File: src/rtl/ahb_pkg.sv
// Shared AHB encodings, arbiter state type and burst-length decode
// for the round-robin bus arbiter.
package ahb_pkg;

    localparam logic [1:0] HTRANS_IDLE   = 2'b00;
    localparam logic [1:0] HTRANS_BUSY   = 2'b01;
    localparam logic [1:0] HTRANS_NONSEQ = 2'b10;
    localparam logic [1:0] HTRANS_SEQ    = 2'b11;

    localparam logic [2:0] HBURST_SINGLE = 3'b000;
    localparam logic [2:0] HBURST_INCR   = 3'b001;
    localparam logic [2:0] HBURST_WRAP4  = 3'b010;
    localparam logic [2:0] HBURST_INCR4  = 3'b011;
    localparam logic [2:0] HBURST_WRAP8  = 3'b100;
    localparam logic [2:0] HBURST_INCR8  = 3'b101;
    localparam logic [2:0] HBURST_WRAP16 = 3'b110;
    localparam logic [2:0] HBURST_INCR16 = 3'b111;

    localparam logic [1:0] HRESP_OKAY  = 2'b00;
    localparam logic [1:0] HRESP_ERROR = 2'b01;
    localparam logic [1:0] HRESP_RETRY = 2'b10;
    localparam logic [1:0] HRESP_SPLIT = 2'b11;

    typedef enum logic [1:0] {
        ST_ARB   = 2'b00,
        ST_BURST = 2'b01,
        ST_LOCK  = 2'b10
    } arb_state_e;

    // Beats in a burst; 0 marks an undefined-length INCR.
    function automatic logic [4:0] burst_len(input logic [2:0] hburst);
        logic [4:0] len;
        case (hburst)
            HBURST_SINGLE:                 len = 5'd1;
            HBURST_INCR:                   len = 5'd0;
            HBURST_WRAP4,  HBURST_INCR4:   len = 5'd4;
            HBURST_WRAP8,  HBURST_INCR8:   len = 5'd8;
            HBURST_WRAP16, HBURST_INCR16:  len = 5'd16;
            default:                       len = 5'd0;
        endcase
        return len;
    endfunction

endpackage

File: src/rtl/ahb_rr_arbiter_pick.sv
// Combinational round-robin picker: first eligible master after i_last,
// wrapping; falls back to the default master when nothing is eligible.
module ahb_rr_pick #(
    parameter int NUM_MASTERS = 2,
    parameter int MW          = $clog2(NUM_MASTERS),
    parameter int DEF_MASTER  = 0
) (
    input  logic [NUM_MASTERS-1:0] i_eligible,
    input  logic [MW-1:0]          i_last,
    output logic [NUM_MASTERS-1:0] o_grant
);

    logic [MW:0] w_pos;
    logic        w_found;

    // Rotating search starting one past the last owner.
    always_comb begin
        o_grant = '0;
        w_found = 1'b0;
        w_pos   = '0;
        for (int k = 1; k <= NUM_MASTERS; k++) begin
            w_pos = {1'b0, i_last} + (MW+1)'(k);
            if (w_pos >= (MW+1)'(NUM_MASTERS)) begin
                w_pos = w_pos - (MW+1)'(NUM_MASTERS);
            end else begin
                w_pos = w_pos;
            end
            if (!w_found && i_eligible[w_pos[MW-1:0]]) begin
                o_grant[w_pos[MW-1:0]] = 1'b1;
                w_found                = 1'b1;
            end else begin
                w_found = w_found;
            end
        end
        if (!w_found) begin
            o_grant[DEF_MASTER] = 1'b1;
        end else begin
            o_grant = o_grant;
        end
    end

endmodule

File: src/rtl/ahb_rr_arbiter.sv
// Round-robin AHB arbiter: grant FSM with burst/lock hold, SPLIT masking
// and the address/data-phase ownership pipeline.
module ahb_rr_arbiter #(
    parameter int NUM_MASTERS = 2,
    parameter int MW          = $clog2(NUM_MASTERS),
    parameter int DEF_MASTER  = 0
) (
    input  logic                   hclk,
    input  logic                   hreset,
    input  logic [NUM_MASTERS-1:0] hbusreq,
    input  logic [NUM_MASTERS-1:0] hlock,
    input  logic [1:0]             htrans,
    input  logic [2:0]             hburst,
    input  logic                   hready,
    input  logic [1:0]             hresp,
    input  logic [NUM_MASTERS-1:0] hsplit,
    output logic [NUM_MASTERS-1:0] hgrant,
    output logic [MW-1:0]          hmaster,
    output logic [MW-1:0]          hmaster_d,
    output logic                   hmastlock
);
    import ahb_pkg::*;

    localparam logic [NUM_MASTERS-1:0] DEF_OH =
        {{(NUM_MASTERS-1){1'b0}}, 1'b1} << DEF_MASTER;

    function automatic logic [MW-1:0] oh2idx(input logic [NUM_MASTERS-1:0] oh);
        logic [MW-1:0] idx;
        idx = '0;
        for (int i = 0; i < NUM_MASTERS; i++) begin
            if (oh[i]) idx = MW'(i);
        end
        return idx;
    endfunction

    arb_state_e             r_state, w_state_nxt;
    logic [4:0]             r_beats, w_beats_nxt, w_len;
    logic [NUM_MASTERS-1:0] r_hgrant, w_grant_nxt, r_split_mask, w_split_set;
    logic [NUM_MASTERS-1:0] w_eligible, w_pick, w_hold;
    logic [MW-1:0]          r_hmaster, r_hmaster_d, w_grant_idx;
    logic                   r_hmastlock, w_resp_first;

    // Grant tracks last_owner implicitly: it only ever changes to the picked master.
    assign w_grant_idx  = oh2idx(r_hgrant);
    assign w_eligible   = hbusreq & ~r_split_mask;
    assign w_len        = burst_len(hburst);
    assign w_resp_first = (hresp != HRESP_OKAY) && !hready;

    ahb_rr_pick #(
        .NUM_MASTERS (NUM_MASTERS),
        .MW          (MW),
        .DEF_MASTER  (DEF_MASTER)
    ) u_pick (
        .i_eligible (w_eligible),
        .i_last     (w_grant_idx),
        .o_grant    (w_pick)
    );

    // One-hot of the address-phase owner, used to pin the grant on a burst/lock start.
    always_comb begin
        w_hold            = '0;
        w_hold[r_hmaster] = 1'b1;
    end

    // Next-state, beat count and next grant.
    always_comb begin
        w_state_nxt = r_state;
        w_beats_nxt = r_beats;
        w_grant_nxt = r_hgrant;
        if (w_resp_first) begin
            w_state_nxt = ST_ARB;
            w_beats_nxt = 5'd0;
        end else if (hready) begin
            case (r_state)
                ST_ARB: begin
                    if ((htrans == HTRANS_NONSEQ) && (w_len > 5'd1)) begin
                        w_state_nxt = ST_BURST;
                        w_beats_nxt = w_len - 5'd1;
                        w_grant_nxt = w_hold;
                    end else if ((htrans == HTRANS_NONSEQ) && hlock[r_hmaster]) begin
                        w_state_nxt = ST_LOCK;
                        w_grant_nxt = w_hold;
                    end else begin
                        w_grant_nxt = w_pick;
                    end
                end
                ST_BURST: begin
                    // Re-arbitrate as the penultimate beat is accepted.
                    if (htrans == HTRANS_SEQ) begin
                        w_beats_nxt = r_beats - 5'd1;
                        if (r_beats <= 5'd2) begin
                            w_state_nxt = ST_ARB;
                            w_grant_nxt = w_pick;
                        end else begin
                            w_state_nxt = ST_BURST;
                        end
                    end else begin
                        w_beats_nxt = r_beats;
                    end
                end
                ST_LOCK: begin
                    if (!hlock[r_hmaster]) begin
                        w_state_nxt = ST_ARB;
                    end else begin
                        w_state_nxt = ST_LOCK;
                    end
                end
                default: begin
                    w_state_nxt = ST_ARB;
                    w_beats_nxt = 5'd0;
                end
            endcase
        end else begin
            w_state_nxt = r_state;
        end
    end

    // FSM, beat counter and grant registers.
    always_ff @(posedge hclk) begin
        if (hreset) begin
            r_state  <= ST_ARB;
            r_beats  <= 5'd0;
            r_hgrant <= DEF_OH;
        end else begin
            r_state  <= w_state_nxt;
            r_beats  <= w_beats_nxt;
            r_hgrant <= w_grant_nxt;
        end
    end

    // Ownership pipeline advances only on accepted transfers.
    always_ff @(posedge hclk) begin
        if (hreset) begin
            r_hmaster   <= MW'(DEF_MASTER);
            r_hmaster_d <= MW'(DEF_MASTER);
            r_hmastlock <= 1'b0;
        end else if (hready) begin
            r_hmaster   <= w_grant_idx;
            r_hmaster_d <= r_hmaster;
            r_hmastlock <= hlock[w_grant_idx];
        end
    end

    // SPLIT marks the data-phase owner; the set term is applied last so it wins.
    always_comb begin
        w_split_set = '0;
        if (w_resp_first && (hresp == HRESP_SPLIT)) begin
            w_split_set[r_hmaster_d] = 1'b1;
        end else begin
            w_split_set = '0;
        end
    end

    // Split mask register.
    always_ff @(posedge hclk) begin
        if (hreset) begin
            r_split_mask <= '0;
        end else begin
            r_split_mask <= (r_split_mask & ~hsplit) | w_split_set;
        end
    end

    assign hgrant    = r_hgrant;
    assign hmaster   = r_hmaster;
    assign hmaster_d = r_hmaster_d;
    assign hmastlock = r_hmastlock;

endmodule
File: config.mk
export PLATFORM = sky130hd
export DESIGN_NAME = ahb_rr_arbiter
export DESIGN_NICKNAME = d
export VERILOG_FILES = /design/src/rtl/ahb_pkg.sv /design/src/rtl/ahb_rr_arbiter_pick.sv /design/src/rtl/ahb_rr_arbiter.sv
export SDC_FILE = /design/constraint.sdc
export NUM_CORES = 1
export LEC_CHECK = 0
export BUFFER_PORTS_ARGS = -buffer_cell sky130_fd_sc_hd__buf_4
export CAP_MARGIN = 15
export CORE_ASPECT_RATIO = 2
export CORE_MARGIN = 4
export CORE_UTILIZATION = 40
export DETAILED_ROUTE_END_ITERATION = 8
export GPL_ROUTABILITY_DRIVEN = 0
export PLACE_DENSITY_LB_ADDON = 0.12
export SETUP_SLACK_MARGIN = 0.4
export SYNTH_ARGS = -nofsm -noshare
export SYNTH_HDL_FRONTEND = slang
export SYNTH_SLANG_ARGS = --single-unit
File: constraint.sdc
create_clock -name hclk -period 1.9 [get_ports hclk]
set_input_delay 0.285 -clock hclk [delete_from_list [all_inputs] [get_ports hclk]]
set_output_delay 0.285 -clock hclk [all_outputs]
set_load 0.02 [all_outputs]
# Yosys cells after proc, flatten, opt, wreduce, memory -nomap -nowiden
# Memory sizes are Yosys's and may differ from the RTL's.
# Cells that the tools add are included.
# op_classes
add_sub_neg,6
mul,0
div_mod_pow,0
order_cmp,13
eq_ne,9
shift,0
mux,39
bitwise_logic,8
reduce_logical,18
# ops
operator,n
$mux W2,11
$mux W1,19
$pmux W5 S3,1
$lt A1 B2 Y1 const B,5
$mux W5,2
$sub A5 B1 Y5 const B,2
$logic_and A1 B1 Y1,9
$eq A2 B2 Y1 const B,4
$ne A2 B2 Y1 const B,3
$pmux W2 S3,1
$gt A5 B1 Y1 const B,1
$le A5 B2 Y1 const B,1
$reduce_and A5 Y1,1
$and A2 B2 Y2,2
$demux W1 S1,4
$ge A1 B1 Y1 const B,4
$ge A2 B2 Y1 const B,2
$not A2 Y2,2
$or A2 B2 Y2,2
$pmux W2 S2,1
$reduce_and A4 Y1,1
$reduce_bool A2 Y1,2
$ne A3 B3 Y1 const B,1
$reduce_and A3 Y1,1
other kinds (8),11
# totals
regBits,14
latch_bits,0
mem_bits_rw,0
rom_bits,32
out_inout_bits,5
elab_cells,101
mem_count,1
# memory_table
memory,words,word_bits,rd,rd_clocked_by_memory_dff,write_ports,line_no,source
(name not given),8,4,1,0,0,ahb_pkg.sv:33,case (hburst)

# Logic depth before layout (Yosys ltp)
# depth
depth_word,15
mapped_depth,6

# By module
# From an unflattened synthesis, not the netlist that was laid out.
# unflattened
cells_unflattened,121
hier_area_um2,985.9
# by_module_without_submodules
mod,n_inst,cells_per_inst,area_each_um2,seq_area_each_um2
ahb_rr_arbiter,1,119,968.4,280.3
ahb_rr_pick,1,2,17.5,0.0

# Worst setup path before layout
# OpenSTA, ideal clock, no wires.
# synth_timing
path_kind,in2reg
start,in hburst[2]
end,"reg r_hgrant[0], in the netlist hgrant[0]"
t_arrival_ns,1.311
setup_slack_ns,0.470
path_stages,6
path_cell_list,inv_1 ha_1 nand2b_1 a311oi_2 nor3_2 a211o_1
# synth_via
elab_chain_cells,5
# synth_lines
element,line_no,source
"start, declared",ahb_rr_arbiter.sv:13,"input logic [2:0] hburst,"
$mem_v2 Z8 W4,-,
$gt A5 B1 Y1,ahb_rr_arbiter.sv:76,if ((htrans == HTRANS_NONSEQ) && (w_len > 5'd1)) begin
$logic_and A1 B1 Y1,ahb_rr_arbiter.sv:76,
$mux W2,ahb_rr_arbiter.sv:76,
$pmux W2 S2,ahb_rr_arbiter.sv:74,case (r_state)
"end signal, assigned",ahb_rr_arbiter.sv:127,r_hgrant <= w_grant_nxt;
"end, declared",ahb_rr_arbiter.sv:38,"logic [NUM_MASTERS-1:0] r_hgrant, w_grant_nxt, r_split_mask, w_split_set;"
# No other way between the ends.
# A chain may end at the register's enable or synchronous reset.

# Worst setup path in the final report
# layout_timing
start,reg r_beats[0]
end,reg r_beats[4]
# layout_via
elab_chain_cells,3
# layout_lines
element,line_no,source
"start, declared",ahb_rr_arbiter.sv:37,"logic [4:0] r_beats, w_beats_nxt, w_len;"
"start signal, assigned",ahb_rr_arbiter.sv:126,r_beats <= w_beats_nxt;
$sub A5 B1 Y5,ahb_rr_arbiter.sv:90,w_beats_nxt = r_beats - 5'd1;
$mux W5,ahb_rr_arbiter.sv:89,if (htrans == HTRANS_SEQ) begin
$pmux W5 S3,ahb_rr_arbiter.sv:74,
# No other way between the ends. The select of a mux whose other input is x is not followed.

==> impl_results.md <==
- Clock share of power: 37.5%
- Post-Synth Simple-Gate Area: 24.2%
- Post-Synthesis Cell Area: 1050 µm²
- Adder-Cell Fraction of Synth Area: 8.33%
- Syn nets: 142
- Crit path max fanout: 5
- Power density cells: 601 nW/µm²
- Area leader, netlist: dfxtp_1
- Switching Power: 0.211 mW
- Compound-gate portion of the synthesized area: 28.1%
- Antenna cells: 0
- First-pass GRT wire length: 4.33 mm
- Detailed Route WL: 2.65 mm
- Share of cells above drive strength 1: 31.2%
- Post-DP HPWL: 2.13 mm
- Outcome: completed
- Worst EP required: 2.04 ns
- Placed cell count: 162
- Total Neg Setup Slack: 0 ns
- Post-CTS Hold Fix Bufs: 0
- Final min period: 1.42 ns
- Reg2Reg Depth: 6
- Core area: 2540 µm²
- P&R area growth vs syn: 23.3%
- Arr. time, crit path: 1.55 ns
- Switching share of power: 27.0%
- Setup violations, final: 0
- Global route overflow: 0
- Synth Flop Type: dfxtp_1
- Peak Freq: 0.706 GHz
- Drt pass-1 iters: 4
- Largest family of logic cells by synthesized area: compound AO/OA/AOI/OAI gates
- Number of H-tree levels: 1
- Top-area cell type share of the netlist area: 26.7%
- Fillcell total: 265
- Setup crit start kind: flip-flop
- Final nets: 162
- CTS root buffer: clkbuf_8
- Register area share after synthesis: 26.7%
- Critical path startpoint: r_beats[0]
- Sequential share of power: 40.8%
- Vias in the first global route: 941
- Pre-CTS setup slack: 0.225 ns
- Most common cell in the netlist: dfxtp_1
- RSZ-0062 raised after global routing: true
- Max Root-Sink Buffers: 2
- Initial antenna violation count: 0
- Logic gate share of total power: 21.7%
- Clock skew: 0.00205 ns
- Synth cell types: 49
- Hold Crit Class: in -> reg
- Die width: 44.2 µm
- Slew HR: 55.1%
- FF-to-FF End: r_beats[4]
- IO buf count: 20
- Routed WL per cell: 16.0 µm
- Routed via count: 968
- Worst R2R Start: r_beats[0]
- Initial Util: 41.4%
- Total clock sinks: 14
- Int Pwr: 0.568 mW
- Die Y-Extent: 80.5 µm
- Reg area: 288 µm²
- Avg Inst Size Synth: 8.83 µm²
- Detailed-route vias per instance: 5.83
- Final slew viol count: 0
- Setup WS post-layout: 0.483 ns
- Critical path endpoint: r_beats[4]
- CTS tree: yes
- DIE AREA: 3560 µm²
- IO Count: 21
- Async set-reset flop share out of synthesis: 0%
- Flop2flop setup slack: 0.48 ns
- CTS buffer count: 3
- Synth Area in XOR/XNOR: 1.67%
- Synth top area cells: dfxtp_1 27%, ha_1 8.3%, nand2b_1 3.6%, a21oi_1 3.3%, nor3_4 3.1%
- DRC: 0
- Worst setup EP type: flip-flop
- Post-Synthesis Cells: 119
- Total track usage: 16.6%
- Largest net degree at the start of global routing: 14
- Final ANT Viol Nets: 0
- Multi-input logic area: 727 µm²
- Clock Latency Late Sink: 0.24 ns
- CP Class: reg -> reg
- Fin crit share: 74.6%
- Multiplexer share of the synthesized area: 3.93%
- Row cnt: 26
- Synth Warn #: 0
- Clock transition at path regs: 0.06 ns
- Pleak: 0.508 nW
- Most instantiated cells after synthesis: 14 x dfxtp_1, 8 x inv_1, 8 x nor2_1
- Max Cap Viol: 0
- Cell Count, Final, Fillers Out: 166
- Initial DRC count: 17
- Tightest Pin Transition: 0.667 ns
- Count of final hold-check violations: 0
- Peak supply drop: 0.000404 V
- Post-synthesis register bit count: 14
- EDFF count, synth: 0
-- cell type report --
| type | count | area share [%] |
|---|---|---|
| clock buffer | 4 | 4.25 |
| inverter | 9 | 2.61 |
| multi-input combinational | 90 | 56.1 |
| sequential | 14 | 22.2 |
| tap | 28 | 2.70 |
| timing repair buffer | 21 | 12.2 |
-- routing by layer --
metal	up-vias	wire length [µm]	global-route usage, %
met1	448	945	15.5
met3	8	106	2.24
met2	26	1500	30.3
li1	486	-	-
met5	-	0	0
met4	0	104	13.0
-- power groups by stage --
stage / logic (mW) / registers [mW] / clock network, mW
5_1_grt: 0.186 / 0.320 / 0.309
4_1_cts: 0.165 / 0.318 / 0.301
2_1_floorplan: 0.102 / 0.325 / 0
3_3_place_gp: 0.163 / 0.324 / 0
3_5_place_dp: 0.164 / 0.324 / 0
6_report: 0.169 / 0.318 / 0.292
-- what timing repair did --
item	4_1_cts	5_1_grt
setup endpoints to repair	4	5
gates resized for setup	4	6
pin swaps	1	1
setup buffers	0	0
-- worst min-delay path by stage --
stage / start / to / depth (start not counted)
4_1_cts: hreset / r_split_mask[1] / 2
5_1_grt: hreset / r_split_mask[1] / 2
6_report: hreset / r_split_mask[0] / 2
3_3_place_gp: r_split_mask[1] / r_split_mask[1] / 2
3_5_place_dp: r_split_mask[1] / r_split_mask[1] / 2
2_1_floorplan: r_split_mask[1] / r_split_mask[1] / 2
-- registers in the layout, summed over array words and instances, names as in the netlist --
register	cells
hmastlock	1
hmaster	1
r_beats	5
hgrant	2
r_split_mask	2
hmaster_d	1
r_state	2
-- worst max-delay path: stages, from the launching register on --
cell	delay [ns]
dfxtp_2	0.37
inv_1	0.07
ha_1	0.23
nor3b_2	0.17
xnor2_1	0.14
o211ai_1	0.10
a32o_2	0.22
-- logic make-up after synthesis --
logic type,Yosys count
compound gates,37
mux,4
xor+xnor,2
fa+ha+maj,7
flops,14
simple gates,40
buf+inv,15
-- layout by cell type (no fill, tap or decap), drive strengths merged, types with 4 or more instances in the layout --
cell    count
a211oi      4
a21oi       7
buf        21
clkbuf      4
dfxtp      14
ha          7
inv         9
nand2b      7
nor2        8
nor3        7
o21ai       5
-- through the flow --
stage | util, % | hold slack [ns] | area, µm² | power (mW)
floorplan | - | 0.444 | 1050 | 0.427
global placement | 47.4 | 0.458 | 1200 | 0.487
detailed placement | 47.4 | 0.458 | 1200 | 0.488
CTS | 50.0 | 0.287 | 1270 | 0.785
global route | 51.1 | 0.305 | 1300 | 0.814
finish | 51.1 | 0.295 | 1300 | 0.779
No activity file was read; power rests on OpenSTA's default activity.
